**src/rtl/gb_bus_pkg.sv**
```systemverilog
// gb_bus_pkg: shared states, read-select codes and address constants for the OAM DMA bus block.
package gb_bus_pkg;
  typedef enum logic [1:0] {IDLE, RD, WR} dma_state_t;
  typedef enum logic [1:0] {RSEL_MAIN, RSEL_HI, RSEL_REG, RSEL_BLOCK} rsel_t;
  localparam logic [15:0] DMA_REG_ADDR = 16'hFF46;
  localparam logic [15:0] HI_BASE      = 16'hFF00;
  localparam logic [15:0] OAM_BASE     = 16'hFE00;
  // Pages above DF alias into work RAM (echo region), e.g. FE->DE.
  function automatic logic [7:0] map_src(input logic [7:0] v);
    return (v > 8'hDF) ? v - 8'h20 : v;
  endfunction
endpackage

```
**src/rtl/dma_sequencer.sv**
```systemverilog
// dma_sequencer: OAM DMA state/idx/src registers and the DMA bus request (read source, write OAM).
module dma_sequencer import gb_bus_pkg::*; #(
  parameter int          DMA_LEN  = 160,
  parameter logic [15:0] DST_BASE = 16'hFE00
) (
  input  logic        clk,
  input  logic        rst,
  input  logic        start,
  input  logic        hold,
  input  logic [7:0]  wr_val,
  input  logic [7:0]  mem_rdata,
  output logic        active,
  output logic        req_we,
  output logic [15:0] req_addr,
  output logic [7:0]  req_wdata,
  output logic [7:0]  reg_val
);
  localparam logic [7:0] LAST = 8'(DMA_LEN - 1);
  dma_state_t state_q, state_d;
  logic [7:0] idx_q, idx_d, src_q, src_d, reg_q, reg_d, data_q, data_d;
  logic       issued_q, issued_d;
  logic [7:0] wr_byte;
  // Read data only arrives the cycle after an issued RD; a held WR falls back to the captured copy.
  assign wr_byte = issued_q ? mem_rdata : data_q;
  always_comb begin
    state_d  = state_q;
    idx_d    = idx_q;
    src_d    = src_q;
    reg_d    = reg_q;
    issued_d = (state_q == RD) && !hold;
    data_d   = issued_q ? mem_rdata : data_q;
    if (start) begin
      state_d = RD;
      idx_d   = 8'h00;
      src_d   = map_src(wr_val);
      reg_d   = wr_val;
    end else if (!hold) begin
      if (state_q == RD) state_d = WR;
      else if (state_q == WR) begin
        state_d = (idx_q == LAST) ? IDLE : RD;
        idx_d   = (idx_q == LAST) ? idx_q : idx_q + 8'h01;
      end
    end
  end
  always_ff @(posedge clk) begin
    if (rst) begin
      state_q  <= IDLE;
      idx_q    <= 8'h00;
      src_q    <= 8'h00;
      reg_q    <= 8'h00;
      data_q   <= 8'h00;
      issued_q <= 1'b0;
    end else begin
      state_q  <= state_d;
      idx_q    <= idx_d;
      src_q    <= src_d;
      reg_q    <= reg_d;
      data_q   <= data_d;
      issued_q <= issued_d;
    end
  end
  assign active    = state_q != IDLE;
  assign req_we    = state_q == WR;
  assign req_addr  = (state_q == WR) ? DST_BASE + {8'h00, idx_q} : {src_q, idx_q};
  assign req_wdata = (state_q == WR) ? wr_byte : 8'h00;
  assign reg_val   = reg_q;
endmodule

```
**src/rtl/gb_oam_dma.sv**
```systemverilog
// gb_oam_dma: main-bus arbiter between CPU and OAM DMA, high-port passthrough and FF46 register.
// GB_DMA_CPU_BLOCK_EN: defined blocks CPU main-bus access during DMA; undefined lets the CPU stall the DMA.
module gb_oam_dma #(
  parameter int          DMA_LEN  = 160,
  parameter logic [15:0] OAM_BASE = 16'hFE00
) (
  input  logic        Clk,
  input  logic        reset,
  input  logic [15:0] cpu_addr,
  input  logic [7:0]  cpu_wdata,
  input  logic        cpu_rd,
  input  logic        cpu_wr,
  output logic [7:0]  cpu_rdata,
  output logic [15:0] mem_addr,
  output logic [7:0]  mem_wdata,
  output logic        mem_we,
  input  logic [7:0]  mem_rdata,
  output logic [15:0] hi_addr,
  output logic [7:0]  hi_wdata,
  output logic        hi_rd,
  output logic        hi_wr,
  input  logic [7:0]  hi_rdata,
  output logic        dma_active
);
  import gb_bus_pkg::*;
  logic        is_hi, is_reg, cpu_main, cpu_bus, hold, start, req_we;
  logic [15:0] req_addr;
  logic [7:0]  req_wdata, reg_val;
  rsel_t       rsel_q, rsel_d;
  assign is_hi    = cpu_addr[15:8] == HI_BASE[15:8];
  assign is_reg   = cpu_addr == DMA_REG_ADDR;
  assign start    = cpu_wr && is_reg;
  assign cpu_main = (cpu_rd || cpu_wr) && !is_hi;
`ifdef GB_DMA_CPU_BLOCK_EN
  assign hold    = 1'b0;
  assign cpu_bus = cpu_main && !dma_active;
`else
  assign hold    = cpu_main && dma_active;
  assign cpu_bus = cpu_main;
`endif
  dma_sequencer #(.DMA_LEN(DMA_LEN), .DST_BASE(OAM_BASE)) u_seq (
    .clk(Clk), .rst(reset), .start(start), .hold(hold),
    .wr_val(cpu_wdata), .mem_rdata(mem_rdata),
    .active(dma_active), .req_we(req_we), .req_addr(req_addr),
    .req_wdata(req_wdata), .reg_val(reg_val)
  );
  assign mem_addr  = cpu_bus ? cpu_addr : dma_active ? req_addr : 16'h0000;
  assign mem_we    = cpu_bus ? cpu_wr : dma_active && req_we;
  assign mem_wdata = cpu_bus ? (cpu_wr ? cpu_wdata : 8'h00) : dma_active ? req_wdata : 8'h00;
  assign hi_addr   = cpu_addr;
  assign hi_wdata  = cpu_wdata;
  assign hi_rd     = cpu_rd && is_hi && !is_reg;
  assign hi_wr     = cpu_wr && is_hi && !is_reg;
  // Blocked main-bus reads (and idle cycles) resolve to the open-bus value.
  assign rsel_d = !cpu_rd ? RSEL_BLOCK : is_reg ? RSEL_REG : is_hi ? RSEL_HI :
                  cpu_bus ? RSEL_MAIN : RSEL_BLOCK;
  always_ff @(posedge Clk) rsel_q <= reset ? RSEL_BLOCK : rsel_d;
  assign cpu_rdata = (rsel_q == RSEL_MAIN) ? mem_rdata :
                     (rsel_q == RSEL_HI)   ? hi_rdata  :
                     (rsel_q == RSEL_REG)  ? reg_val   : 8'hFF;
endmodule

```
**config.mk**
```make
export PLATFORM = sky130hd
export DESIGN_NAME = gb_oam_dma
export DESIGN_NICKNAME = d
export VERILOG_FILES = /design/src/rtl/gb_bus_pkg.sv /design/src/rtl/dma_sequencer.sv /design/src/rtl/gb_oam_dma.sv
export SDC_FILE = /design/constraint.sdc
export NUM_CORES = 1
export LEC_CHECK = 0
export ABC_AREA = 1
export CORE_MARGIN = 2
export CORE_UTILIZATION = 40
export CTS_CLUSTER_DIAMETER = 120
export DETAILED_ROUTE_END_ITERATION = 16
export PLACE_DENSITY = 0.72
export SYNTH_ARGS = -nofsm -noshare
export SYNTH_HDL_FRONTEND = slang
export SYNTH_HIERARCHICAL = 1
export SYNTH_SLANG_ARGS = --single-unit
```
**constraint.sdc**
```tcl
create_clock -name Clk -period 5.95 [get_ports Clk]
set_input_delay 1.785 -clock Clk [delete_from_list [all_inputs] [get_ports Clk]]
set_output_delay 1.785 -clock Clk [all_outputs]
set_load 0.02 [all_outputs]
```
==> reports/results.txt <==
Peak Freq = 184 MHz
wire per inst = 12.8 µm
number of warnings issued by yosys = 6
outcome = finished, final reports clean
vias in the first global route = 2583
postcts setup bufs = 0
layout cells sized above 1 = 6.81%
GRT Total Usage = 19.8%
post-synth cell types = 30
Pre-antenna DRT Iters = 4
Die W = 85.0 µm
Syn Area/Cell = 6.09 µm²
root buffer selected by CTS = clkbuf_8
WP buf/inv = 2
ant diodes = 0
WHS = 0.468 ns
Vias/cell = 4.83
reg2reg path depth = 11
critical path endpoint category = output port
TNS Setup = 0 ns
CP max stage delay = 0.61 ns
Layout Skew = 0.00352 ns
crit path max-delay cell type = clkdlybuf4s50_1
Worst Max-Slew Pin Slew = 0.846 ns
Period minus WS final = 5.43 ns
post-synthesis instance area = 2630 µm²
synthesized flop and latch total = 32
Core Area = 6350 µm²
RSZ-0062 raised after global routing = no
commonest non-fill, non-tap cell in the layout = nand2_1
worst skew pair latency = 0.28 ns
clock sinks = 32
synth-to-layout area growth = 35.8%
CTS tree = done
count of final hold-check violations = 0
Static Leak = 1.70 nW
CTS Buf Count = 5
routability cong. = 0.876
final core utilization = 56.2%
first-pass GRT wire length = 11.9 mm
CP max FO = 26
HPWL Detailed = 5.77 mm
fin nets = 547
Req. time, crit path = 4.16 ns
worst endpoint data arrival time = 3.64 ns
I/O pin cnt = 104
Power, Total = 0.723 mW
VDD IR max = 0.000158 V
Crit Path Class = input pin to output port
CP top delay family = buffers and inverters
Final Max Tran Viols = 0
largest net degree at the start of global routing = 28
Min-Delay Path Class = flip-flop to flip-flop
Final period util = 91.2%
Initial Util = 41.3%
most frequent cells in the layout = 134 x nand2_1, 103 x clkdlybuf4s50_1, 61 x inv_1
port bufs = 103
residual DRC count = 0
Reg clk slew, reported paths = 0.07 ns
global route total overflow = 0
setup violators final = 0
CP Cell Sequence = clkdlybuf4s50_1 -> nand2_1 -> nor2_2 -> nand2_4 -> nand2_8 -> nand2_1 -> nand2_1 -> clkdlybuf4s50_1
initial antenna violation count = 0
Initial DRC Count = 130
Startpoint Class = input pin
drt total wl = 7.36 mm
via count = 2784
Post-CTS Resized = 0
most frequent CP cell = nand2_1
Mapped Cells = 431
Routed Antenna Nets = 0
Die Y = 85.0 µm
cts-stage hold buffer count = 0
Power Density = 203 nW/µm²
# rows = 29
register area share after synthesis = 24.4%
# fillers = 625
clock tree buffer depth = 2
net count after synthesis = 480
die area = 7230 µm²
number of cells on the critical path = 8
H-tree depth = 2
WHS Path Cells = 1
Relative slew margins = 43.6%
max cap viols = 0
-- cell usage after synthesis --
| library cell | count | share of area, % |
|---|---|---|
| a211oi_1 | 1 | 0.29 |
| a21oi_1 | 11 | 2.1 |
| a21oi_2 | 4 | 1.3 |
| a31oi_1 | 2 | 0.48 |
| buf_2 | 10 | 1.9 |
| buf_4 | 31 | 8.9 |
| buf_6 | 2 | 0.86 |
| clkbuf_1 | 2 | 0.29 |
| dfxtp_1 | 32 | 24 |
| ha_1 | 5 | 2.4 |
| inv_1 | 61 | 8.7 |
| inv_2 | 2 | 0.29 |
| mux2i_1 | 8 | 3.1 |
| nand2_1 | 134 | 19 |
| nand2_2 | 2 | 0.48 |
| nand2_4 | 3 | 1.3 |
| nand2_8 | 1 | 0.76 |
| nand3_1 | 40 | 7.6 |
| nand3_4 | 1 | 0.67 |
| nand4_1 | 1 | 0.24 |
| nor2_1 | 47 | 6.7 |
| nor2_2 | 4 | 0.95 |
| nor2_4 | 6 | 2.6 |
| o21a_1 | 1 | 0.29 |
| o21ai_0 | 15 | 2.9 |
| o21bai_1 | 1 | 0.29 |
| o22ai_1 | 1 | 0.24 |
| or2_2 | 1 | 0.24 |
| xnor2_1 | 1 | 0.33 |
| xor2_1 | 1 | 0.33 |
-- stage by stage --
| step | setup slack [ns] | instances | cell area, µm² |
|---|---|---|---|
| 2_1_floorplan | 1.65 | 431 | 2630 |
| 3_3_place_gp | 0.562 | 568 | 3450 |
| 3_5_place_dp | 0.528 | 568 | 3450 |
| 4_1_cts | 0.515 | 576 | 3570 |
| 5_1_grt | 0.371 | 576 | 3570 |
| 6_report | 0.521 | 576 | 3570 |
-- power breakdown --
part,switching (mW),internal (mW),total (mW)
sequential,0.0177,0.228,0.246
clock,0.0833,0.124,0.207
combinational,0.156,0.114,0.269
total,0.257,0.466,0.723
-- worst paths after layout --
kind	start	endpoint	slack (ns)
max	cpu_addr[13]	mem_addr[1]	0.52
min	u_seq/reg_val[6]	u_seq/reg_val[6]	0.47
max reg2reg	u_seq/state_q[0]	u_seq/idx_q[7]	3.86
min reg2reg	u_seq/reg_val[6]	u_seq/reg_val[6]	0.47
-- state kept, by name, summed over array words and instances, names as in the netlist --
name	count
u_seq/data_q	8
u_seq/idx_q	8
u_seq/src_q	8
u_seq/reg_val	3
rsel_q	2
u_seq/state_q	2
u_seq/issued_q	1
-- worst register-to-register path, cell delays in order, from the launching register on --
cell and delay [ns]:
dfxtp_1 0.37, inv_1 0.08, ha_1 0.19, inv_1 0.61, inv_1 0.09, nor2_1 0.13
inv_1 0.08, nand2_2 0.09, nor2_4 0.06, nand2_4 0.11, nand2_1 0.08, a21oi_2 0.13
-- cell families (layout without fill, tap and decap cells) --
| kind of cell | after synthesis | in the layout | synth area share [%] |
|---|---|---|---|
| AOI/OAI and AO/OA | 36 | 36 | 7.86 |
| xor gates and xnor gates | 2 | 2 | 0.667 |
| adders and majority gates | 5 | 5 | 2.38 |
| and+or+nand+nor | 240 | 240 | 40.7 |
| buffers and inverters | 108 | 176 | 20.9 |
| DFF | 32 | 32 | 24.4 |
| muxes | 8 | 8 | 3.05 |
-- cell type report --
class                           count  area, µm²  area share, %
Inverter                           63        236           6.63
Clock inverter                      3       42.5           1.19
Tap cell                           77       96.3           2.70
Multi-Input combinational cell    291       1440           40.2
Timing Repair Buffer              105       1050           29.3
Sequential cell                    32        641           18.0
Clock buffer                        5       68.8           1.93
-- layer usage --
metal	track usage [%]	wire [µm]	up-vias	share of wire (%)
li1	-	-	1425	-
met1	23.7	3140	1246	43
met2	36.7	3640	107	49
met3	4.09	533	6	7.2
met4	3.75	55	0	0.75
met5	0	0	-	0
Power figures use the tool's default switching activity.
